## src/rtl/uart_pkg.sv

```systemverilog
// rtl/uart_pkg.sv - shared UART constants and receive FIFO defaults
package uart_pkg;

    // Serial link timing
    localparam int CLK_FREQ_HZ  = 50_000_000;
    localparam int BAUD_RATE    = 9600;
    localparam int CLKS_PER_BIT = CLK_FREQ_HZ / BAUD_RATE;

    // Receive FIFO defaults
    localparam int BYTESIZES_DEF   = 8;
    localparam int DEPTH_DEF       = 16;
    localparam int AFULL_LEVEL_DEF = 12;

endpackage

```

## src/rtl/sync_fifo.sv

```systemverilog
// rtl/sync_fifo.sv - single-clock show-ahead FIFO storage, pointers and word count
module sync_fifo #(
    parameter int WIDTH = 8,
    parameter int DEPTH = 16
) (
    input  logic                       clock,
    input  logic                       nreset,
    input  logic                       wr_en,
    input  logic [WIDTH-1:0]           wr_data,
    input  logic                       rd_en,
    output logic [WIDTH-1:0]           rd_data,
    output logic [$clog2(DEPTH):0]     count
);

    localparam int PW = $clog2(DEPTH);
    localparam int CW = PW + 1;
    localparam logic [CW-1:0] C_ONE = CW'(1);
    localparam logic [PW-1:0] P_ONE = PW'(1);

    logic [WIDTH-1:0] r_mem [DEPTH];
    logic [PW-1:0]    r_wr_ptr;
    logic [PW-1:0]    r_rd_ptr;
    logic [CW-1:0]    r_count;

    // Storage is left unreset; only the pointers define which words are live
    always_ff @(posedge clock) begin
        if (wr_en) begin
            r_mem[r_wr_ptr] <= wr_data;
        end
    end

    // Pointers wrap naturally because DEPTH is a power of two
    always_ff @(posedge clock) begin
        if (!nreset) begin
            r_wr_ptr <= '0;
            r_rd_ptr <= '0;
            r_count  <= '0;
        end else begin
            if (wr_en) r_wr_ptr <= r_wr_ptr + P_ONE;
            if (rd_en) r_rd_ptr <= r_rd_ptr + P_ONE;
            if (wr_en && !rd_en)      r_count <= r_count + C_ONE;
            else if (!wr_en && rd_en) r_count <= r_count - C_ONE;
        end
    end

    assign rd_data = r_mem[r_rd_ptr];
    assign count   = r_count;

endmodule

```

## src/rtl/uart_rx_fifo.sv

```systemverilog
// rtl/uart_rx_fifo.sv - buffers uart_rx words with edge-detected push, overrun and status flags
module uart_rx_fifo
    import uart_pkg::*;
#(
    parameter int BYTESIZES   = BYTESIZES_DEF,
    parameter int DEPTH       = DEPTH_DEF,
    parameter int AFULL_LEVEL = AFULL_LEVEL_DEF
) (
    input  logic                       clock,
    input  logic                       nreset,
    input  logic [BYTESIZES-1:0]       rx_data,
    input  logic                       rx_ready,
    output logic [BYTESIZES-1:0]       out_data,
    output logic                       out_valid,
    input  logic                       out_ready,
    output logic [$clog2(DEPTH):0]     count,
    output logic                       full,
    output logic                       empty,
    output logic                       almost_full,
    output logic                       overrun,
    input  logic                       overrun_clr
);

    localparam int CW = $clog2(DEPTH) + 1;
    localparam logic [CW-1:0] C_DEPTH = CW'(DEPTH);
    localparam logic [CW-1:0] C_AFULL = CW'(AFULL_LEVEL);

    logic          r_rx_ready_d;
    logic          r_overrun;
    logic [CW-1:0] w_count;
    logic          w_push_evt;
    logic          w_pop;
    logic          w_wr_en;
    logic          w_drop;
    logic          w_full;
    logic          w_empty;

    // History resets high so a ready level already present at reset release is not a new word
    always_ff @(posedge clock) begin
        if (!nreset) r_rx_ready_d <= 1'b1;
        else         r_rx_ready_d <= rx_ready;
    end

    assign w_push_evt = rx_ready && !r_rx_ready_d;
    assign w_full     = (w_count == C_DEPTH);
    assign w_empty    = (w_count == '0);
    assign w_pop      = !w_empty && out_ready;
    // A pop in the same cycle frees the slot, so a full FIFO can still accept
    assign w_wr_en    = w_push_evt && (!w_full || w_pop);
    assign w_drop     = w_push_evt && w_full && !w_pop;

    // Sticky loss flag; a new loss beats a coincident clear
    always_ff @(posedge clock) begin
        if (!nreset)          r_overrun <= 1'b0;
        else if (w_drop)      r_overrun <= 1'b1;
        else if (overrun_clr) r_overrun <= 1'b0;
    end

    sync_fifo #(
        .WIDTH (BYTESIZES),
        .DEPTH (DEPTH)
    ) u_fifo (
        .clock   (clock),
        .nreset  (nreset),
        .wr_en   (w_wr_en),
        .wr_data (rx_data),
        .rd_en   (w_pop),
        .rd_data (out_data),
        .count   (w_count)
    );

    assign count       = w_count;
    assign full        = w_full;
    assign empty       = w_empty;
    assign almost_full = (w_count >= C_AFULL);
    assign out_valid   = !w_empty;
    assign overrun     = r_overrun;

endmodule

```

## config.mk

```make
export PLATFORM = sky130hd
export DESIGN_NAME = uart_rx_fifo
export DESIGN_NICKNAME = d
export VERILOG_FILES = /design/src/rtl/uart_pkg.sv /design/src/rtl/sync_fifo.sv /design/src/rtl/uart_rx_fifo.sv
export SDC_FILE = /design/constraint.sdc
export NUM_CORES = 1
export LEC_CHECK = 0
export ABC_AREA = 1
export BUFFER_PORTS_ARGS = -buffer_cell sky130_fd_sc_hd__buf_2
export CORE_MARGIN = 3
export CORE_UTILIZATION = 60
export DETAILED_ROUTE_END_ITERATION = 8
export PLACE_DENSITY = 0.84
export SYNTH_ARGS = -nofsm -noshare
export SYNTH_HDL_FRONTEND = slang
export SYNTH_SLANG_ARGS = --single-unit
```

## constraint.sdc

```tcl
create_clock -name clock -period 2.5 [get_ports clock]
set_clock_uncertainty 0.05 [all_clocks]
set_input_delay 0.375 -clock clock [delete_from_list [all_inputs] [get_ports clock]]
set_output_delay 0.375 -clock clock [all_outputs]
set_load 0.03 [all_outputs]
```

==> impl_results.md <==
- CP arrival: 2.03 ns
- Initial antenna violation count: 0
- FMAX: 407 MHz
- Max-cap violation count: 0
- Synth Flop Type: edfxtp_1
- Cell variety after synth: 26
- Max_slew headroom: 63.2%
- Critical path required time: 2.08 ns
- Clk root buf: clkbuf_8
- Vias in the first global route: 4379
- Fin. Hold Viols: 0
- TritonCTS clock tree: done
- Worst setup path class: flip-flop to output pin
- Hold_ws: 0.0482 ns
- Net count after synthesis: 599
- Register Area: 4230 um2
- LEAKAGE: 2.93 nW
- Cell Count, Final, Fillers Out: 772
- Via count: 4468
- RSZ-0062 raised after global routing: yes
- Commonest non-fill, non-tap cells in the layout: edfxtp_1 (128), nand2_1 (125), nor2_1 (78)
- Commonest non-fill, non-tap cell in the layout: edfxtp_1
- Final setup violation count: 0
- P per Cell Area: 1020 nW/um2
- CP Max Fanout: 20
- Core area: 10000 um2
- Mean post-synth cell area: 11.0 um2
- Area of the multi-input gates: 1740 um2
- Net count, final: 649
- Row cnt: 36
- Hold/Removal Path Class: primary input to flip-flop
- Drc violations: 0
- Asr flop ratio synth: 0%
- Register area share after synthesis: 66.7%
- Fin crit period: 2.46 ns
- Synth Register Bits: 147
- Filler cell count: 633
- Clk pin slew, worst setup/hold paths: 0.06 ns
- Count of flip-flops with a built-in enable after synthesis: 128
- Port bufs: 30
- Cells after DPL: 735
- Mapped cell area: 6330 um2
- Final wirelength: 14600 um
- Critical path launch point type: flip-flop
- Io pins: 31
- Cts bufs inserted: 17
- Clock Sinks: 147
- Layout cell share with drive strength beyond 1: 18.0%
- Detail Placement HPWL: 8150 um
- Later-pin clock latency in the skew report: 0.53 ns
- All-Layer GR Usage: 25.5%
- Slew @ Worst Pin: 0.552 ns
- TritonRoute pass-1 iters: 6
- Area growth from synthesis to final layout: 16.9%
- Final Cycle Share: 98.2%
- Final RePlAce weighted congestion: 0.797
- DIE AREA: 11800 um2
- Die width: 109 um
- Max Buffers Root-to-Sink: 2
- WL/cell: 18.9 um
- Ys Warns: 0
- H-tree depth: 4
- VDD IR max: 760 uV
- Residual overflow from global routing: 0
- Initial Util: 63.3%
- First-pass GRT wire length: 22400 um
- Max Slew Vio Count: 0
- Diodes inserted: 0
- Die height: 109 um
- Mapped Cells: 576
- Largest net degree at the start of global routing: 56
- Vias per Instance: 5.79
- Crit path capture type: output pin
- Run status: complete, no violations
- Post-DRT Antenna Nets: 0
- Initial DRC count: 605
[worst paths after layout]
check | start | endpoint | slack (ns) | cells after the start
hold / removal | overrun_clr | overrun | 0.05 | 4
setup / recovery | flip-flop | out_data[7] | 0.04 | 7
setup reg to reg | u_fifo.count[2] | u_fifo.count[4] | 0.13 | 13
hold reg to reg | overrun | overrun | 0.43 | 2
[logic make-up after synthesis]
kind of cell	Yosys count	share of synthesized area (%)
AO/OA/AOI/OAI	69	7.31
adder cells (fa/ha/maj)	10	2.09
AND/OR/NAND/NOR	270	17.6
buffers and inverters	77	5.89
flip-flops	147	66.7
XOR/XNOR	3	0.415
[sequential cells by signal, indices dropped and copies added, names as in the netlist, named ones only]
| register | count |
|---|---|
| overrun | 1 |
| r_rx_ready_d | 1 |
| u_fifo.count | 5 |
| u_fifo.r_mem | 128 |
| u_fifo.r_rd_ptr | 4 |
| u_fifo.r_wr_ptr | 4 |
[final cells by class]
cell class / instances / area share (%)
Timing Repair Buffer: 56 / 5.98
Tap cell: 133 / 2.25
Clock buffer: 24 / 7.65
Sequential cell: 147 / 57.1
Clock inverter: 8 / 0.727
Multi-Input combinational cell: 352 / 23.5
Inverter: 52 / 2.80
[routing by layer]
layer / GRT usage [%] / part of all wire (%)
met1: 33.0 / 38
met2: 42.2 / 50
met3: 5.98 / 9.7
met4: 9.56 / 2.6
met5: 0 / 0
[where the power goes]
part           leakage, nW  switching (W)  total, W  internal (W)
clock                0.313       0.000974   0.00255       0.00157
sequential            1.31       0.000106   0.00285       0.00274
combinational         1.31        0.00144   0.00217      0.000729
[cells in the mapped netlist (2+ instances only)]
cell	count	share of area [%]
o211ai_2	12	2.4
buf_2	12	0.95
nand2_1	125	7.4
buf_6	7	1.2
dfxtp_1	19	6.0
nor2_1	79	4.7
inv_1	48	2.8
nand2_2	6	0.59
ha_1	9	1.8
xor2_1	2	0.28
edfxtp_1	128	61
buf_4	3	0.36
a21oi_1	12	0.95
clkbuf_1	3	0.18
nand4_1	2	0.20
o21ai_0	27	2.1
nand3_1	55	4.3
inv_2	2	0.12
inv_4	2	0.20
o21ai_1	7	0.55
o211ai_1	11	1.3
[worst max-delay path: stages (launching register included)]
cell	delay, ns
dfxtp_4	0.45
inv_4	0.09
clkbuf_16	0.19
o21ai_0	0.23
nand3_1	0.16
nand3_1	0.13
nand2_1	0.07
buf_2	0.18
[repair_timing]
item,CTS,global route
setup buffers,0,1
pin swaps,0,1
gates cloned,1,2
gates resized for setup,2,13
hold buffers,1,0
endpoints found under the setup margin,7,10
hold endpoints to repair,1,0
[through the flow]
stage | worst slack [ns] | area, um2 | total power, W | util [%] | setup TNS [ns]
2_1_floorplan | 0.195 | 6330 | 0.00440 | - | 0
3_3_place_gp | 0.239 | 6660 | 0.00476 | 66.6 | 0
3_5_place_dp | 0.0849 | 6660 | 0.00485 | 66.6 | 0
4_1_cts | 0.0255 | 7330 | 0.00744 | 73.3 | 0
5_1_grt | -0.0607 | 7400 | 0.00790 | 74.0 | -0.0660
6_report | 0.0441 | 7400 | 0.00757 | 74.0 | 0
Note: power is estimated with default switching activity, not from simulation.
